<file path="config.mk">
export PLATFORM = sky130hd
export DESIGN_NAME = seg7_scan_driver
export DESIGN_NICKNAME = d
export VERILOG_FILES = /design/src/rtl/seg7_pkg.sv /design/src/rtl/seg7_lzb_mask.sv /design/src/rtl/seg7_scan_driver.sv
export SDC_FILE = /design/constraint.sdc
export NUM_CORES = 1
export LEC_CHECK = 0
export ABC_AREA = 1
export BUFFER_PORTS_ARGS = -buffer_cell sky130_fd_sc_hd__buf_2
export CORE_MARGIN = 2
export CORE_UTILIZATION = 40
export CTS_CLUSTER_SIZE = 10
export DETAILED_ROUTE_END_ITERATION = 8
export PLACE_DENSITY_LB_ADDON = 0.08
export SLEW_MARGIN = 20
export SYNTH_ARGS = -nofsm -noshare
export SYNTH_HDL_FRONTEND = slang
export SYNTH_SLANG_ARGS = --single-unit
</file>
<file path="constraint.sdc">
create_clock -name clk -period 4.89 [get_ports clk]
set_input_delay 0.978 -clock clk [delete_from_list [all_inputs] [get_ports clk]]
set_output_delay 0.978 -clock clk [all_outputs]
set_load 0.01 [all_outputs]
</file>
<file path="src/rtl/seg7_pkg.sv">
// rtl/seg7_pkg.sv - shared types, constants and helpers for the 7-segment scan driver
package seg7_pkg;

  typedef enum logic [0:0] {
    STARTUP_LT = 1'b0,
    RUN        = 1'b1
  } state_t;

  localparam int              BCD_W      = 4;
  localparam logic [BCD_W-1:0] BCD_BLANK = 4'hF;
  localparam int              MAX_DIGITS = 8;

  // Digit-enable pattern for a scan index (widest supported display)
  function automatic logic [MAX_DIGITS-1:0] onehot(input logic [2:0] idx);
    return MAX_DIGITS'(1) << idx;
  endfunction

endpackage

</file>
<file path="src/rtl/seg7_lzb_mask.sv">
// rtl/seg7_lzb_mask.sv - leading-zero blank mask from the display value
module seg7_lzb_mask
  import seg7_pkg::*;
#(
  parameter int NUM_DIGITS = 4
) (
  input  logic [BCD_W*NUM_DIGITS-1:0] disp,
  input  logic                        lzb_en,
  output logic [NUM_DIGITS-1:0]       blank_mask
);

  // Walk down from the most significant digit while every nibble so far is zero; digit 0 always shows
  always_comb begin : lzb_walk
    logic run_zero;
    run_zero   = lzb_en;
    blank_mask = '0;
    for (int i = NUM_DIGITS - 1; i >= 1; i--) begin
      run_zero      = run_zero && (disp[i*BCD_W +: BCD_W] == '0);
      blank_mask[i] = run_zero;
    end
  end

endmodule

</file>
<file path="src/rtl/seg7_scan_driver.sv">
// rtl/seg7_scan_driver.sv - time-multiplexed scan controller feeding a 4511-style BCD decoder
module seg7_scan_driver
  import seg7_pkg::*;
#(
  parameter int NUM_DIGITS = 4,
  parameter int SCAN_DIV   = 50000,
  parameter int BLANK_CYC  = 16,
  parameter int LT_FRAMES  = 8
) (
  input  logic                        clk,
  input  logic                        rst_n,
  input  logic [BCD_W*NUM_DIGITS-1:0] bcd_in,
  input  logic                        load,
  input  logic                        lzb_en,
  input  logic                        lamp_test_req,
  output logic [BCD_W-1:0]            D,
  output logic                        LE,
  output logic                        BL,
  output logic                        LT,
  output logic [NUM_DIGITS-1:0]       dig_sel,
  output logic                        frame_start
);

  localparam int CYC_W = $clog2(SCAN_DIV);
  localparam int IDX_W = (NUM_DIGITS > 1) ? $clog2(NUM_DIGITS) : 1;
  localparam int LTC_W = (LT_FRAMES > 1) ? $clog2(LT_FRAMES) : 1;
  localparam int VAL_W = BCD_W * NUM_DIGITS;

  logic [CYC_W-1:0]      cyc;
  logic [IDX_W-1:0]      idx;
  logic [LTC_W-1:0]      lt_cnt, lt_cnt_nxt;
  state_t                state, state_nxt;
  logic [VAL_W-1:0]      disp, disp_nxt, pend;
  logic                  pend_valid;
  logic [NUM_DIGITS-1:0] blank_mask;
  logic                  slot_end, frame_bnd, frame_end, in_blank;
  logic [BCD_W-1:0]      d_nxt;
  logic                  le_nxt, bl_nxt, lt_nxt;
  logic [NUM_DIGITS-1:0] sel_nxt;

  assign slot_end  = (cyc == CYC_W'(SCAN_DIV - 1));
  assign frame_bnd = (cyc == '0) && (idx == '0);
  assign frame_end = slot_end && (idx == IDX_W'(NUM_DIGITS - 1));
  assign in_blank  = (cyc < CYC_W'(BLANK_CYC));

  // Slot cycle counter and digit index
  always_ff @(posedge clk or negedge rst_n) begin
    if (!rst_n) begin
      cyc <= '0;
      idx <= '0;
    end else if (slot_end) begin
      cyc <= '0;
      idx <= (idx == IDX_W'(NUM_DIGITS - 1)) ? '0 : idx + IDX_W'(1);
    end else begin
      cyc <= cyc + CYC_W'(1);
    end
  end

  // Display value in force from this cycle on; it only changes on the frame boundary
  always_comb begin
    disp_nxt = disp;
    if (frame_bnd) begin
      if (load) begin
        disp_nxt = bcd_in;
      end else if (pend_valid) begin
        disp_nxt = pend;
      end
    end
  end

  // Display and pending value registers; a boundary load bypasses pending
  always_ff @(posedge clk or negedge rst_n) begin
    if (!rst_n) begin
      disp       <= '0;
      pend       <= '0;
      pend_valid <= 1'b0;
    end else begin
      disp <= disp_nxt;
      if (frame_bnd) begin
        pend_valid <= 1'b0;
      end else if (load) begin
        pend       <= bcd_in;
        pend_valid <= 1'b1;
      end
    end
  end

  // Lamp-test state and completed-frame counter
  always_ff @(posedge clk or negedge rst_n) begin
    if (!rst_n) begin
      state  <= STARTUP_LT;
      lt_cnt <= '0;
    end else begin
      state  <= state_nxt;
      lt_cnt <= lt_cnt_nxt;
    end
  end

  // Leave startup lamp test after the last lamp-test frame ends
  always_comb begin
    state_nxt  = state;
    lt_cnt_nxt = lt_cnt;
    case (state)
      STARTUP_LT: begin
        if (LT_FRAMES == 0) begin
          state_nxt = RUN;
        end else if (frame_end) begin
          if (int'(lt_cnt) >= LT_FRAMES - 1) begin
            state_nxt = RUN;
          end else begin
            lt_cnt_nxt = lt_cnt + LTC_W'(1);
          end
        end
      end
      RUN:     state_nxt = RUN;
      default: state_nxt = STARTUP_LT;
    endcase
  end

  seg7_lzb_mask #(
    .NUM_DIGITS (NUM_DIGITS)
  ) u_lzb_mask (
    .disp       (disp_nxt),
    .lzb_en     (lzb_en),
    .blank_mask (blank_mask)
  );

  // Decoder and digit-enable values for the current slot phase
  always_comb begin
    d_nxt   = disp_nxt[int'(idx)*BCD_W +: BCD_W];
    le_nxt  = !in_blank;
    bl_nxt  = !in_blank && !blank_mask[idx];
    sel_nxt = in_blank ? '0 : NUM_DIGITS'(onehot(3'(idx)));
    lt_nxt  = (state == RUN || LT_FRAMES == 0) ? !lamp_test_req : 1'b0;
  end

  // Registered outputs
  always_ff @(posedge clk or negedge rst_n) begin
    if (!rst_n) begin
      D           <= '0;
      LE          <= 1'b0;
      BL          <= 1'b0;
      LT          <= 1'b1;
      dig_sel     <= '0;
      frame_start <= 1'b0;
    end else begin
      D           <= d_nxt;
      LE          <= le_nxt;
      BL          <= bl_nxt;
      LT          <= lt_nxt;
      dig_sel     <= sel_nxt;
      frame_start <= frame_bnd;
    end
  end

endmodule
</file>
## Word-level counts from Yosys, hierarchy flattened

Cells that the tools add are included.

- Bits in writable memories: 0
- Register bits: 67
- Output and inout port bits: 12
- Bits in latches: 0
- Memories: 0
- Memory bits (read-only): 0
- Word-level logic and storage cells: 57

- Multiply operators: 0
- Bitwise logic cells: 3
- Shift-type cells: 2
- Divide/modulo/power cells: 0
- Eq/ne operators: 2
- Reduce and logical (&&, ||, !) cells: 17
- $lt $le $gt $ge: 3
- Muxes and demuxes: 14
- Add/sub/neg operators: 3

Operator list:

| operator | number |
|---|---|
| $mux W16 | 4 |
| $add A16 B1 Y16 const B | 1 |
| $eq A16 B16 Y1 const B | 1 |
| $logic_not A16 Y1 | 1 |
| $lt A16 B5 Y1 const B | 1 |
| $shiftx A16 B5 Y4 | 1 |
| $logic_not A4 Y1 | 3 |
| $logic_and A1 B1 Y1 | 6 |
| $mux W1 | 6 |
| $mux W4 | 1 |
| $shl A1 B2 Y4 const A | 1 |
| $add A3 B1 Y3 const B | 1 |
| $ge A3 B3 Y1 const B | 1 |
| $logic_not A1 Y1 | 3 |
| $lt A2 B3 Y1 const B | 1 |
| $not A1 Y1 | 3 |
| $reduce_and A3 Y1 | 1 |
| $add A2 B1 Y2 const B | 1 |
| $bmux W1 S2 | 1 |
| $eq A2 B2 Y1 const B | 1 |
| $logic_not A2 Y1 | 1 |
| $mux W2 | 1 |
| $pmux W1 S2 | 1 |
| $reduce_and A2 Y1 | 1 |
| $reduce_bool A2 Y1 | 1 |

## Longest topological paths before layout

- Depth after elaboration: 11
- Depth in mapped cells: 16

## By module

From an unflattened synthesis, not the netlist that was laid out.

- Cells, all modules: 502
- Area, all modules: 3664.8 µm²

Modules (own cells, without submodules):

| module | area each (µm²) | instances | sequential area each (µm²) | cells each |
|---|---|---|---|---|
| seg7_scan_driver | 3593.4 | 1 | 1677.9 | 487 |
| seg7_lzb_mask | 71.3 | 1 | 0.0 | 15 |

## Worst setup path before layout

OpenSTA, ideal clock, no wires.

- Path type: input -> register
- Start point: input load
- End point: register BL
- Arrival: 1995 ps
- Data required time: 4750 ps
- Slack: 2755 ps
- Cell stages on the path: 12
- Setup time: 140 ps
- Cells stage by stage: buf_2 -> inv_2 -> nand2_2 -> nor2_1 -> nor2_1 -> nand3_1 -> nand2_1 -> nand2_1 -> nor3_2 -> nand2_1 -> nor2_1 -> nor2_1

- Longest elaborated chain between the ends: 10
- Elaborated cells on any way between the ends: 12
- Those cells by class: mux: 4; reduce/logical: 8

RTL lines:

| element | line | RTL |
|---|---|---|
| from (decl) | seg7_scan_driver.sv:13 | `input logic load,` |
| $mux W16 * | seg7_scan_driver.sv:63 | `if (load) begin` |
| $mux W16 * | seg7_scan_driver.sv:62 | `if (frame_bnd) begin` |
| $logic_not A4 Y1 | seg7_lzb_mask.sv:18 | `run_zero = run_zero && (disp[i*BCD_W +: BCD_W] == '0);` |
| $logic_and A1 B1 Y1 (3 in series) | seg7_lzb_mask.sv:18 |  |
| $bmux W1 S2 * | seg7_scan_driver.sv:132 | `bl_nxt = !in_blank && !blank_mask[idx];` |
| $mux W1 (not written as such) * | seg7_scan_driver.sv:132 |  |
| $logic_not A1 Y1 * | seg7_scan_driver.sv:132 |  |
| $logic_and A1 B1 Y1 * | seg7_scan_driver.sv:132 |  |
| via bl_nxt | seg7_scan_driver.sv:38 | `logic le_nxt, bl_nxt, lt_nxt;` |
| to (signal assigned) | seg7_scan_driver.sv:149 | `BL <= bl_nxt;` |
| to (decl) | seg7_scan_driver.sv:18 | `output logic BL,` |

The timed path passes the listed nets; every way through them passes the cells marked *. The select of a mux whose other input is x is not followed.
A chain may end at the register's enable or synchronous reset.

## Final worst setup path

- Start point: register idx[0]
- End point: register pend[8]

- Longest elaborated chain between the ends: 4

RTL lines:

| element | line | RTL |
|---|---|---|
| from (decl) | seg7_scan_driver.sv:30 | `logic [IDX_W-1:0] idx;` |
| from (signal assigned) | seg7_scan_driver.sv:53 | `idx <= (idx == IDX_W'(NUM_DIGITS - 1)) ? '0 : idx + IDX_W'(1);` |
| $logic_not A2 Y1 | seg7_scan_driver.sv:42 | `assign frame_bnd = (cyc == '0) && (idx == '0);` |
| $logic_and A1 B1 Y1 | seg7_scan_driver.sv:42 |  |
| $not A1 Y1 (no line) | -- |  |
| $reduce_and A2 Y1 (no line) | -- |  |
| to (signal assigned) | seg7_scan_driver.sv:82 | `pend <= bcd_in;` |
| to (decl) | seg7_scan_driver.sv:33 | `logic [VAL_W-1:0] disp, disp_nxt, pend;` |

Every way passes these cells.

==> summary.md <==
| Metric | Value |
|---|---|
| CP Capture Point | `pend[8]` |
| P&R area growth vs syn | `13.70%` |
| Sum of negative setup slack | `0 ns` |
| Status | `finished clean` |
| Vias | `between 2k and 2.5k` |
| Final Hold Viols | `0` |
| Mapped Avg Cell Area | `~9 µm²` |
| Clock transition at path regs | `about 0.07 ns` |
| Worst r2r dst | `pend[8]` |
| Met2 wire length | `around 3000 µm` |
| Crit end category | `register` |
| Post-layout minimum cycle time | `about 2.4 ns` |
| CP bufs+invs | `2` |
| Final Setup Violations | `0` |
| Initial drt markers | `between 70 and 80` |
| Synth Area in Compound Gates | `0.07039` |
| Adder-Cell Fraction of Synth Area | `0.02995` |
| Effective utilization at floorplan | `0.4088` |
| Final GP Congestion | `0.8412` |
| Share of cells above drive strength 1 | `0.2233` |
| Crit path DAT | `2.60 ns` |
| Number of fill cells | `837` |
| Placed cells | `just over 500` |
| Power density over cell area | `311.2 nW/µm²` |
| Final core occ | `0.4648` |
| Post-CTS sizing | `0` |
| Cell taking the most area after synthesis | `dfrtp_1` |
| Overall Global Routing Usage | `0.1678` |
| Final cell count without fillers | `526` |
| Core Region | `~8200 µm²` |
| Worst setup SP type | `register` |
| Tcrit/Tclk final | `0.4868` |
| Clk buf depth | `2` |
| Critical Path Fanout Max | `19` |
| Synth warn | `0` |
| CP required | `5.11 ns` |
| Critical Path Stages | `9` |
| Post-route met1 wirelength | `about 3400 µm` |
| R2R setup slack | `roughly 2.5 ns` |
| Relative slew margins | `0.3668` |
| First-pass GRT wire length | `11450 µm` |
| Hold Buf Count CTS | `0` |
| Syn Inst Count | `378` |
| Met3 routed wirelength | `between 300 and 400 µm` |
| R2R depth | `9` |
| Synth Cell Area | `about 3300 µm²` |
| Most common cell in the netlist | `nand2_1` |
| Highest Signal Layer | `met4` |
| Port Buf Inserts | `32` |
| Clk sinks | `67` |
| XOR/XNOR Fraction of Synth Area | `0.01310` |
| Clk_lat worst skew | `between 0.3 and 0.4 ns` |
| Gr ovfl total | `0` |
| # DRC | `0` |
| Post-synth EDFFs | `0` |
| CP delay by family, top | `simple AND/OR/NAND/NOR gates` |
| Post-synthesis sequential area ratio | `0.5021` |
| LEAKAGE | `roughly 0.0020 µW` |
| CP Cell Sequence | `inv_1 -> ha_1 -> nand2_1 -> inv_1 -> nand2_1 -> nor2_4 -> nand2_4 -> nand2_2 -> mux2_2` |
| Max-slew violations | `0` |
| RSZ-0062 raised after global routing | `false` |
| N_diodes | `0` |
| Largest net degree at the start of global routing | `between 40 and 50` |
| Largest cells by area after synthesis | `dfrtp_1 (49%), nand2_1 (10%), inv_1 (5.6%)` |
| FMAX | `~420 MHz` |
| Setup bufs post-CTS | `0` |
| Post-Synth Simple-Gate Area | `0.2486` |
| Via/cell ratio | `approximately 4.7` |
| Slowest stage delay, CP | `around 0.47 ns` |
| Final ANT Viol Nets | `0` |
| Hpwl dp | `4978 µm` |
| Htree depth | `3` |
| Power, Total | `1183 µW` |
| Max_cap viols | `0` |
| Launch point of the worst path | `idx[0]` |
| Nets | `~450` |
| Synth top area share | `0.4942` |
| Core Rows | `33` |
| Chip height | `about 95 µm` |
| Async set-reset flop share out of synthesis | `1.000` |
| CP Class | `register to register` |
| Clock skew | `between 0.01 and 0.015 ns` |
| Net Count, Synth | `between 400 and 500` |
| Worst-margin pin slew | `around 0.94 ns` |
| IO Pins | `33` |
| Synth Register Bits | `67` |
| Multiplexer share of the synthesized area | `0.05653` |
| Max VDD drop | `~0.00012 V` |
| Vias in the first global route | `about 2.3k` |
| Top FF cell, synth | `dfrtp_1` |
| Antenna violations before repair | `0` |
| CTS Root Cell | `clkbuf_8` |
| WL final | `6813 µm` |
| Hold Path Stages | `2` |
| Largest family of logic cells by synthesized area | `simple AND/OR/NAND/NOR gates` |
| Synth top cells by count | `nand2_1 (92), dfrtp_1 (66), inv_1 (50)` |
| Reg-to-Reg Start | `idx[0]` |
| CTS tree | `done` |
| CP max stage cell | `dfrtp_1` |
| Distinct cell type count after synthesis | `36` |
| DR pass1 iterations | `5` |
| Routed WL per cell | `roughly 13 µm` |
| Worst min path class | `register to register` |
| Clock buffer count from CTS | `9` |
| Die footprint | `9102 µm²` |
| DIE WIDTH | `between 90 and 100 µm` |
==> routing by layer <==
metal / GRT usage / vias to the layer above
li1: - / 1282
met1: 0.2499 / 1151
met2: 0.2383 / 47
met3: 0.03557 / 8
met4: 0.06429 / 0
met5: 0 / -
==> cell families (layout without fill, tap and decap cells) <==
family                   count (synthesis)  count (layout)
AND/OR/NAND/NOR                        181             181
adder cells (fa/ha/maj)                  8               8
flip-flops                              67              67
buffers and inverters                   60             103
multiplexers                            17              17
AO/OA/AOI/OAI                           40              40
XOR/XNOR                                 5               5
==> layout make-up <==
| cell class | count | area (µm²) | area share |
|---|---|---|---|
| Inverter | 54 | 207.7 | 0.05466 |
| Sequential cell | 67 | 1678 | 0.4416 |
| Tap cell | 105 | 131.4 | 0.03457 |
| Clock inverter | 7 | 92.59 | 0.02437 |
| Clock buffer | 9 | 123.9 | 0.03260 |
| Multi-Input combinational cell | 251 | 1399 | 0.3681 |
| Timing Repair Buffer | 33 | 167.7 | 0.04412 |
==> registers in the layout, summed over array words and instances (netlist names) <==
register and flops:
BL 1, D 4, LE 1, LT 1
cyc 16, dig_sel 4, disp 16, frame_start 1
idx 2, lt_cnt 3, pend 16, pend_valid 1
state 1
==> placed cells by master (no fill, tap or decap), types with 3 or more instances in the layout <==
cell        instances
o211ai_1            5
nand2_2            12
nor2_2              3
nor2_1             36
inv_2               3
ha_1                8
o22ai_1             7
xor2_1              3
dfrtp_1            66
clkinvlp_4          3
o21ai_0            16
nand2_1            92
buf_2              32
nor2_4              3
inv_1              50
nand3_1            17
mux2_2             15
clkbuf_8            9
nand4_1             6
a21oi_1             7
==> metrics by stage <==
stage / area (µm²) / hold WS, ns / setup slack [ns]
after floorplan: 3342 / 0.4474 / 2.755
after global routing: 3800 / 0.5140 / 2.133
after detailed placement: 3583 / 0.4788 / 2.432
after global placement: 3583 / 0.4715 / 2.502
final: 3800 / 0.4861 / 2.510
after CTS: 3800 / 0.4972 / 2.462
==> power breakdown <==
group | switching [µW] | internal (µW)
sequential | 10.3 | 579
clock | 221 | 285
combinational | 51.7 | 36.0
==> worst register-to-register path, stage by stage, from the launching register on <==
cell	delay [ns]
dfrtp_1	0.47
inv_1	0.24
ha_1	0.34
nand2_1	0.08
inv_1	0.06
nand2_1	0.07
nor2_4	0.16
nand2_4	0.10
nand2_2	0.35
mux2_2	0.39
==> worst min path at each step <==
stage,from,end,slack (ns)
floorplan,disp[3],disp[3],0.45
global placement,pend[7],pend[7],0.47
detailed placement,pend[7],pend[7],0.48
CTS,pend[7],pend[7],0.50
global route,pend[9],pend[9],0.51
finish,pend[7],pend[7],0.49
(Power assumes the default switching activity.)
